File: src/rtl/vm_multi_coin_if.sv
// Coin / vend handshake bundle for the multi-coin vending controller.
// The controller side takes the slave modport; the coin acceptor side
// (or a bench) takes the master modport.
interface vm_multi_coin_if #(
  parameter int CREDIT_W = 6
);
  logic [1:0]          cash_in;   // 00 none, 01 5tk, 10 10tk, 11 20tk
  logic                cancel;    // refund request
  logic                purchase;  // one-cycle vend pulse
  logic [1:0]          cash_ret;  // change chunk: 00 0, 01 5, 10 10, 11 15 tk
  logic                busy;      // change/refund being paid out
  logic                coin_rej;  // coin arrived while paying out
  logic [CREDIT_W-1:0] credit;    // accumulated credit in tk

  modport slave (
    input  cash_in, cancel,
    output purchase, cash_ret, busy, coin_rej, credit
  );

  modport master (
    output cash_in, cancel,
    input  purchase, cash_ret, busy, coin_rej, credit
  );
endinterface

File: src/rtl/vm_multi_coin.sv
// Multi-coin vending controller. Accumulates 5/10/20 tk coins, vends when
// the credit reaches PRICE, and pays change or refunds in chunks of at most
// 15 tk, one chunk per clock. Every output is a register.
module vm_multi_coin #(
  parameter int PRICE    = 25,  // nonzero multiple of 5
  parameter int CREDIT_W = 6    // PRICE+20 must fit in CREDIT_W bits
) (
  input  logic            i_clk,
  input  logic            i_reset,   // asynchronous, active low
  vm_multi_coin_if.slave  io_bus
);

  typedef enum logic {
    COLLECT = 1'b0,
    PAYOUT  = 1'b1
  } state_t;

  localparam logic [CREDIT_W-1:0] LP_PRICE = CREDIT_W'(PRICE);
  localparam logic [CREDIT_W-1:0] LP_C5    = CREDIT_W'(5);
  localparam logic [CREDIT_W-1:0] LP_C10   = CREDIT_W'(10);
  localparam logic [CREDIT_W-1:0] LP_C15   = CREDIT_W'(15);
  localparam logic [CREDIT_W-1:0] LP_C20   = CREDIT_W'(20);

  state_t              r_state,    w_state_n;
  logic [CREDIT_W-1:0] r_credit,   w_credit_n;
  logic [CREDIT_W-1:0] r_change,   w_change_n;
  logic                r_purchase, w_purchase_n;
  logic [1:0]          r_cash_ret, w_cash_ret_n;
  logic                r_busy,     w_busy_n;
  logic                r_coin_rej, w_coin_rej_n;

  logic [CREDIT_W-1:0] w_coin_val;
  logic [CREDIT_W-1:0] w_sum;
  logic [CREDIT_W-1:0] w_chunk;
  logic [1:0]          w_chunk_code;

  // Coin decode and the per-edge payout chunk (change is always a multiple of 5)
  always_comb begin
    w_coin_val = '0;
    case (io_bus.cash_in)
      2'b01:   w_coin_val = LP_C5;
      2'b10:   w_coin_val = LP_C10;
      2'b11:   w_coin_val = LP_C20;
      default: w_coin_val = '0;
    endcase
    w_sum = r_credit + w_coin_val;

    w_chunk      = (r_change >= LP_C15) ? LP_C15 : r_change;
    w_chunk_code = 2'b00;
    if (w_chunk == LP_C15)      w_chunk_code = 2'b11;
    else if (w_chunk == LP_C10) w_chunk_code = 2'b10;
    else if (w_chunk == LP_C5)  w_chunk_code = 2'b01;
  end

  // Next-state and next-output logic
  always_comb begin
    w_state_n    = r_state;
    w_credit_n   = r_credit;
    w_change_n   = r_change;
    w_purchase_n = 1'b0;
    w_cash_ret_n = 2'b00;
    w_coin_rej_n = 1'b0;

    case (r_state)
      COLLECT: begin
        if (io_bus.cancel) begin
          // Refund wins over a vend; the same-cycle coin is refunded too.
          w_credit_n = '0;
          w_change_n = w_sum;
          if (w_sum != '0) w_state_n = PAYOUT;
        end else if (w_sum >= LP_PRICE) begin
          w_purchase_n = 1'b1;
          w_credit_n   = '0;
          w_change_n   = w_sum - LP_PRICE;
          if (w_sum != LP_PRICE) w_state_n = PAYOUT;
        end else begin
          w_credit_n = w_sum;
        end
      end
      PAYOUT: begin
        // Coins are bounced and cancel is ignored while change is owed.
        w_coin_rej_n = (io_bus.cash_in != 2'b00);
        w_cash_ret_n = w_chunk_code;
        w_change_n   = r_change - w_chunk;
        if (w_change_n == '0) w_state_n = COLLECT;
      end
      default: w_state_n = COLLECT;
    endcase

    // busy covers the cycle a chunk is presented, including the last one.
    w_busy_n = (w_state_n == PAYOUT) || (r_state == PAYOUT);
  end

  // State and output registers
  always_ff @(posedge i_clk or negedge i_reset) begin
    if (!i_reset) begin
      r_state    <= COLLECT;
      r_credit   <= '0;
      r_change   <= '0;
      r_purchase <= 1'b0;
      r_cash_ret <= 2'b00;
      r_busy     <= 1'b0;
      r_coin_rej <= 1'b0;
    end else begin
      r_state    <= w_state_n;
      r_credit   <= w_credit_n;
      r_change   <= w_change_n;
      r_purchase <= w_purchase_n;
      r_cash_ret <= w_cash_ret_n;
      r_busy     <= w_busy_n;
      r_coin_rej <= w_coin_rej_n;
    end
  end

  assign io_bus.purchase = r_purchase;
  assign io_bus.cash_ret = r_cash_ret;
  assign io_bus.busy     = r_busy;
  assign io_bus.coin_rej = r_coin_rej;
  assign io_bus.credit   = r_credit;

endmodule

File: src/flat_wrapper.sv
// flat-port wrapper written by rule: the top's interface ports become plain ports
module vm_multi_coin_flat 
#(
  parameter int PRICE    = 25,                          
  parameter int CREDIT_W = 6                                         
)
  (i_clk, i_reset, io_bus_cash_in, io_bus_cancel, io_bus_purchase, io_bus_cash_ret, io_bus_busy, io_bus_coin_rej, io_bus_credit);
  vm_multi_coin_if #(.CREDIT_W(CREDIT_W)) io_bus_i ();
  input  logic i_clk;
  input  logic i_reset;
  input wire logic [$bits(io_bus_i.cash_in)-1:0] io_bus_cash_in;
  input wire logic [$bits(io_bus_i.cancel)-1:0] io_bus_cancel;
  output wire logic [$bits(io_bus_i.purchase)-1:0] io_bus_purchase;
  output wire logic [$bits(io_bus_i.cash_ret)-1:0] io_bus_cash_ret;
  output wire logic [$bits(io_bus_i.busy)-1:0] io_bus_busy;
  output wire logic [$bits(io_bus_i.coin_rej)-1:0] io_bus_coin_rej;
  output wire logic [$bits(io_bus_i.credit)-1:0] io_bus_credit;
  assign io_bus_i.cash_in = io_bus_cash_in;
  assign io_bus_i.cancel = io_bus_cancel;
  assign io_bus_purchase = io_bus_i.purchase;
  assign io_bus_cash_ret = io_bus_i.cash_ret;
  assign io_bus_busy = io_bus_i.busy;
  assign io_bus_coin_rej = io_bus_i.coin_rej;
  assign io_bus_credit = io_bus_i.credit;
  vm_multi_coin #(.PRICE(PRICE), .CREDIT_W(CREDIT_W)) u_core (.i_clk(i_clk), .i_reset(i_reset), .io_bus(io_bus_i));
endmodule
File: config.mk
export PLATFORM = sky130hd
export DESIGN_NAME = vm_multi_coin_flat
export DESIGN_NICKNAME = d
export VERILOG_FILES = /design/src/rtl/vm_multi_coin_if.sv /design/src/rtl/vm_multi_coin.sv /design/src/flat_wrapper.sv
export SDC_FILE = /design/constraint.sdc
export NUM_CORES = 1
export LEC_CHECK = 0
export BUFFER_PORTS_ARGS = -buffer_cell sky130_fd_sc_hd__buf_2
export CORE_MARGIN = 5
export CORE_UTILIZATION = 56
export DETAILED_ROUTE_END_ITERATION = 7
export GPL_TIMING_DRIVEN = 0
export PLACE_DENSITY = 0.77
export SLEW_MARGIN = 25
export SYNTH_ARGS = -nofsm -noshare
export SYNTH_HDL_FRONTEND = slang
export SYNTH_SLANG_ARGS = --single-unit
File: constraint.sdc
create_clock -name i_clk -period 7.95 [get_ports i_clk]
set_input_delay 0.795 -clock i_clk [delete_from_list [all_inputs] [get_ports i_clk]]
set_output_delay 0.795 -clock i_clk [all_outputs]
set_load 0.02 [all_outputs]
==> results of run 1 <==
[final cells by class]
cell class / count / area share
timing repair buffer: 14 / 0.04844
clock buffer: 3 / 0.01557
inverter: 8 / 0.02076
multi-input combinational: 106 / 0.5562
sequential: 18 / 0.3114
buffer: 7 / 0.02336
tap: 28 / 0.02422
[stage by stage]
step / cell area [sq um] / utilization
2_1_floorplan: 1319 / -
3_3_place_gp: 1424 / 0.6375
3_5_place_dp: 1424 / 0.6375
4_1_cts: 1446 / 0.6476
5_1_grt: 1446 / 0.6476
6_report: 1446 / 0.6476
[cell families (layout without fill, tap and decap cells)]
kind of cell             count (synthesis)  after routing  share of synthesized area
AND/OR/NAND/NOR                         46             46                     0.1841
AO/OA/AOI/OAI                           37             37                     0.2135
flip-flops                              18             18                     0.3416
buffers and inverters                   15             32                    0.04839
adder cells (fa/ha/maj)                 10             10                     0.1006
XOR/XNOR                                 9              9                    0.07685
multiplexers                             4              4                    0.03510
[where the power goes]
part           total, uW  internal (uW)  switching [uW]
clock network       45.3           17.6            27.7
registers            159            130            28.9
logic                384            160             224
[sequential cells by signal, indices dropped and copies added, names as in the netlist]
name and flops:
u_core.io_bus.cash_ret 2, u_core.io_bus.busy 1, u_core.r_state 1, u_core.r_change 6, u_core.io_bus.purchase 1, u_core.io_bus.credit 6
u_core.io_bus.coin_rej 1
[layout by cell type, fill, tap and decap left out, types with 5 or more instances in the layout]
cell type and count:
ha_1 9, dfrtp_1 18, nor2_1 15, o21ai_0 7, buf_2 14, a21oi_1 6
inv_1 7, clkbuf_1 6, a31oi_1 5, nand2_1 8
[layer usage]
layer	wire, microns	vias to the layer above	track usage	part of all wire
met5	0	-	0	0
met4	34	0	0.06291	0.013
met3	113	4	0.01974	0.042
met2	1301	28	0.2903	0.48
met1	1266	532	0.2273	0.47
li1	-	527	-	-
[how the worst max path moves through the flow]
stage          cells after the start         startpoint                  to
2_1_floorplan                      9  io_bus_cash_in[0]  u_core.r_change[0]
3_3_place_gp                      10  io_bus_cash_in[0]  u_core.r_change[0]
3_5_place_dp                      10  io_bus_cash_in[0]  u_core.r_change[0]
4_1_cts                           10  io_bus_cash_in[0]  u_core.r_change[0]
5_1_grt                           10  io_bus_cash_in[0]  u_core.r_change[0]
6_report                          10  io_bus_cash_in[0]  u_core.r_change[0]
==> impl_metrics.json, run 1 <==
{
  "dp_slack_ns": 4.559,
  "cts.clk_slew.worst_paths_ns": 0.10,
  "yosys-top-cells-count": "18 x dfrtp_1, 15 x nor2_1, 9 x ha_1",
  "vias_per_cell": 5.929,
  "critPathBufInv": 3,
  "synth_top_cell_by_area": "dfrtp_1",
  "drt-total-wl_microns": 2716,
  "place_congestion": 0.8728,
  "ys_top_cells_by_area": "dfrtp_1 34%, ha_1 8.5%, nor2_1 4.3%",
  "grt_max_degree": 19,
  "clock-sinks": 18,
  "cp_top_family": "adder cells",
  "clock_latency_ns": 0.29,
  "dr_total_vias": 1091,
  "endpoint_kind": "flip-flop",
  "core-area_sq_mm": 0.002233,
  "synth-seq-area-share": 0.3416,
  "finalHoldViolations": 0,
  "period_minus_slack_ns": 3.121,
  "syn_nets": 154,
  "path_class": "input port to flip-flop",
  "leakagePower_uw": 0.0006625,
  "finalSetupViolCount": 0,
  "dpl.hpwl_microns": 2104,
  "drv_cap": 0,
  "first_pass_iters": 4,
  "drc": 0,
  "drtIter0Drc": 33,
  "num-fill-cells": 183,
  "seqCellArea_sq_um": 450.4,
  "grt_util_all_layers": 0.1725,
  "synth_edf_count": 0,
  "p_per_area_mw_per_mm2": 406.4,
  "status": "completed",
  "syn_avg_cell_area_sq_um": 9.488,
  "hp-class": "input port to asynchronous set/reset pin",
  "critPathSlowestCell": "fa_1",
  "synthCells": 139,
  "p_total_uw": 587.9,
  "slowest_delay_ns": 0.57,
  "cp.arrival_ns": 3.31,
  "fin_setup_tns_ns": 0,
  "async_flop_share": 1.000,
  "diodes": 0,
  "fin_nets": 173,
  "path_cells": "buf_2 -> nor2b_1 -> ha_1 -> inv_1 -> fa_1 -> ha_1 -> nand3b_2 -> a311oi_4 -> buf_6 -> mux2_4",
  "multi_input_area_sq_um": 804.5,
  "ioPinCount": 16,
  "reg2reg_depth": 8,
  "ys_types": 46,
  "max_slew.worst_pin.slew_ns": 0.4662,
  "rrSetupSlack_ns": 5.20,
  "grt_pass1_vias": 1024,
  "die_w_microns": 58.53,
  "crit_top_cell": "ha_1",
  "cts_tree": "built",
  "irDropWorstVdd_v": 0.0002552,
  "cts_hold_buf": 0,
  "dp_cells": 181,
  "required_ns": 8.13,
  "antenna_found_initial": 0,
  "cts_resized": 0,
  "worstPathMaxFanout": 10,
  "cts.root.buffer_cell": "clkbuf_4",
  "synth_warnings": 0,
  "overflow": 0,
  "initial_core_util": 0.5905,
  "grt_setup_unrepaired": "false",
  "cts_max_path_buffers": 2,
  "stdcell_count": 184,
  "fmax_mhz": 320.4,
  "finalMaxSlewViolations": 0,
  "worst_slack_ns": 4.829,
  "fin_worst_skew_ns": 0.001607,
  "min_period_over_period": 0.3926,
  "die-area_sq_mm": 0.003425,
  "area.growth.synth_to_final_pct": 9.678,
  "rows": 17,
  "r2r-start": "u_core.io_bus.credit[0]",
  "yosys.cell_count.top_type": "dfrtp_1",
  "grt_pass1_wl_microns": 4588,
  "die_h_microns": 58.53,
  "synthFlopType": "dfrtp_1",
  "io_buffers": 14,
  "drive_gt1_frac": 0.2179,
  "hold_ws_ns": 0.4197,
  "synth_top_cell_area_share": 0.3416,
  "wl_per_cell_microns": 14.76,
  "rr_endpoint": "u_core.r_change[0]",
  "htree_levels": 1,
  "syn-cell-area_sq_mm": 0.001319,
  "numCtsBuffers": 3,
  "synth_seq_cells": 18,
  "slew_headroom": 0.6889,
  "ant_nets": 0,
  "start_kind": "input port",
  "cts_setup_buffers": 0
}
No activity file was read; power rests on OpenSTA's default activity.
==> inputs of run 2 (changes only) <==
==> constraint.sdc (replaced) <==
create_clock -name i_clk -period 2.97 [get_ports i_clk]
set_input_delay 0.297 -clock i_clk [delete_from_list [all_inputs] [get_ports i_clk]]
set_output_delay 0.297 -clock i_clk [all_outputs]
set_load 0.02 [all_outputs]
==> run 2 against run 1 <==
Die area unchanged; global-route usage rose by 0.092 points; non-clock buffer count rose by 1; wire length is 0.44% higher; via count fell by 0.82%; critical path depth shrank 2; combinational power grew to 2.7 times the previous value; register-to-register slack worse by 5.0 ns; final area grew 0.69%; critical path type is now flip-flop to flip-flop; critical endpoint unchanged.
==> impl_metrics.json, run 2 (synthesis results as in run 1) <==
{
  "fin_setup_tns_ns": 0,
  "required_ns": 3.16,
  "overflow": 0,
  "first_pass_iters": 4,
  "fmax_mhz": 364.1,
  "hold_ws_ns": 0.2769,
  "ioPinCount": 16,
  "critPathBufInv": 2,
  "clock_latency_ns": 0.29,
  "die_h_microns": 58.53,
  "p_per_area_mw_per_mm2": 1081,
  "grt_util_all_layers": 0.1734,
  "cts.root.buffer_cell": "clkbuf_4",
  "final_cell_mix": "18 x dfrtp_1, 15 x nor2_1, 14 x buf_2, 9 x ha_1, 8 x nand2_1",
  "dp_slack_ns": 0.07678,
  "cts_tree": "built",
  "vias_per_cell": 5.849,
  "leakagePower_uw": 0.0006667,
  "die-area_sq_mm": 0.003425,
  "rows": 17,
  "multi_input_area_sq_um": 804.5,
  "fin_worst_skew_ns": 0.001082,
  "drt-total-wl_microns": 2728,
  "wl_per_cell_microns": 14.75,
  "area.growth.synth_to_final_pct": 10.44,
  "numCtsBuffers": 3,
  "max_slew.worst_pin.slew_ns": 0.4667,
  "place_congestion": 0.8728,
  "endpoint_kind": "flip-flop",
  "fin_area_sq_mm": 0.001456,
  "critPathSlowestCell": "fa_1",
  "initial_core_util": 0.5905,
  "dr_total_vias": 1082,
  "htree_levels": 1,
  "cts_setup_buffers": 0,
  "antenna_found_initial": 0,
  "cts_max_path_buffers": 2,
  "finalSetupViolCount": 0,
  "place_area_sq_mm": 0.001424,
  "seqCellArea_sq_um": 450.4,
  "grt_max_degree": 19,
  "path_class": "flip-flop to flip-flop",
  "drtIter0Drc": 32,
  "fin_nets": 174,
  "clock-sinks": 18,
  "finalHoldViolations": 0,
  "cp_top_family": "adder cells",
  "p_total_uw": 1574,
  "final_common_cell": "dfrtp_1",
  "period_minus_slack_ns": 2.747,
  "slew_headroom": 0.6886,
  "status": "completed",
  "hp-class": "input port to flip-flop",
  "slowest_delay_ns": 0.52,
  "die_w_microns": 58.53,
  "start_kind": "flip-flop",
  "irDropWorstVdd_v": 0.0006835,
  "worstPathMaxFanout": 10,
  "path_cells": "ha_1 -> inv_1 -> fa_1 -> ha_1 -> nand3b_2 -> a311oi_4 -> buf_6 -> mux2_4",
  "dpl.hpwl_microns": 2104,
  "num-fill-cells": 182,
  "grt_pass1_vias": 1038,
  "grt_setup_unrepaired": "false",
  "core-area_sq_mm": 0.002233,
  "drc": 0,
  "crit_top_cell": "ha_1",
  "drv_cap": 0,
  "cts.clk_slew.worst_paths_ns": 0.10,
  "cp.arrival_ns": 2.93,
  "min_period_over_period": 0.9249,
  "grt_pass1_wl_microns": 4623,
  "worst_slack_ns": 0.2231,
  "ant_nets": 0,
  "finalMaxSlewViolations": 0,
  "diodes": 0,
  "drive_gt1_frac": 0.2166,
  "io_buffers": 14
}
run 2: where the power goes:
part           internal, uW  switching (uW)  leakage [uW]
combinational           429             598      0.000431
clock                  47.2            74.6     0.0000138
sequential              347            77.3      0.000221
total                   824             750      0.000667
run 2: stage by stage:
stage,cells,util
detailed placement,181,0.6375
floorplan,139,-
global route,185,0.6521
global placement,181,0.6375
CTS,185,0.6521
finish,185,0.6521
run 2: layout make-up:
cell class | instances | share of cell area
multi-input combinational | 106 | 0.5524
timing repair buffer | 15 | 0.05498
clock buffer | 3 | 0.01546
buffer | 7 | 0.02320
tap | 28 | 0.02405
inverter | 8 | 0.02062
sequential | 18 | 0.3093
run 2: routing by layer:
metal | vias to the layer above | GRT usage | routed length (microns)
met5 | - | 0 | 0
met4 | 0 | 0.06291 | 31
met3 | 4 | 0.01974 | 101
met2 | 23 | 0.2951 | 1314
met1 | 527 | 0.2259 | 1279
li1 | 528 | - | -
run 2: worst min-delay path: stages:
cell and delay [ns]:
buf_2 0.12, nor2_1 0.04, nor2_1 0.07
run 2: repair_timing:
action / in CTS / in global routing
setup endpoints to repair: 0 / 0
hold endpoints to repair: 18 / 0
hold buffers: 1 / 0
gates resized for setup: 0 / 0
run 2: final timing paths:
path	startpoint	endpoint	slack [ns]	cells after the start
max	u_core.io_bus.credit[0]	u_core.r_change[0]	0.22	8
min	io_bus_cash_in[1]	u_core.io_bus.coin_rej	0.28	3
max reg2reg	u_core.io_bus.credit[0]	u_core.r_change[0]	0.22	8
min reg2reg	u_core.io_bus.credit[2]	u_core.io_bus.credit[2]	0.55	2
max in group asynchronous	i_reset	u_core.r_change[1]	2.21	2
min in group asynchronous	i_reset	u_core.io_bus.coin_rej	0.47	2
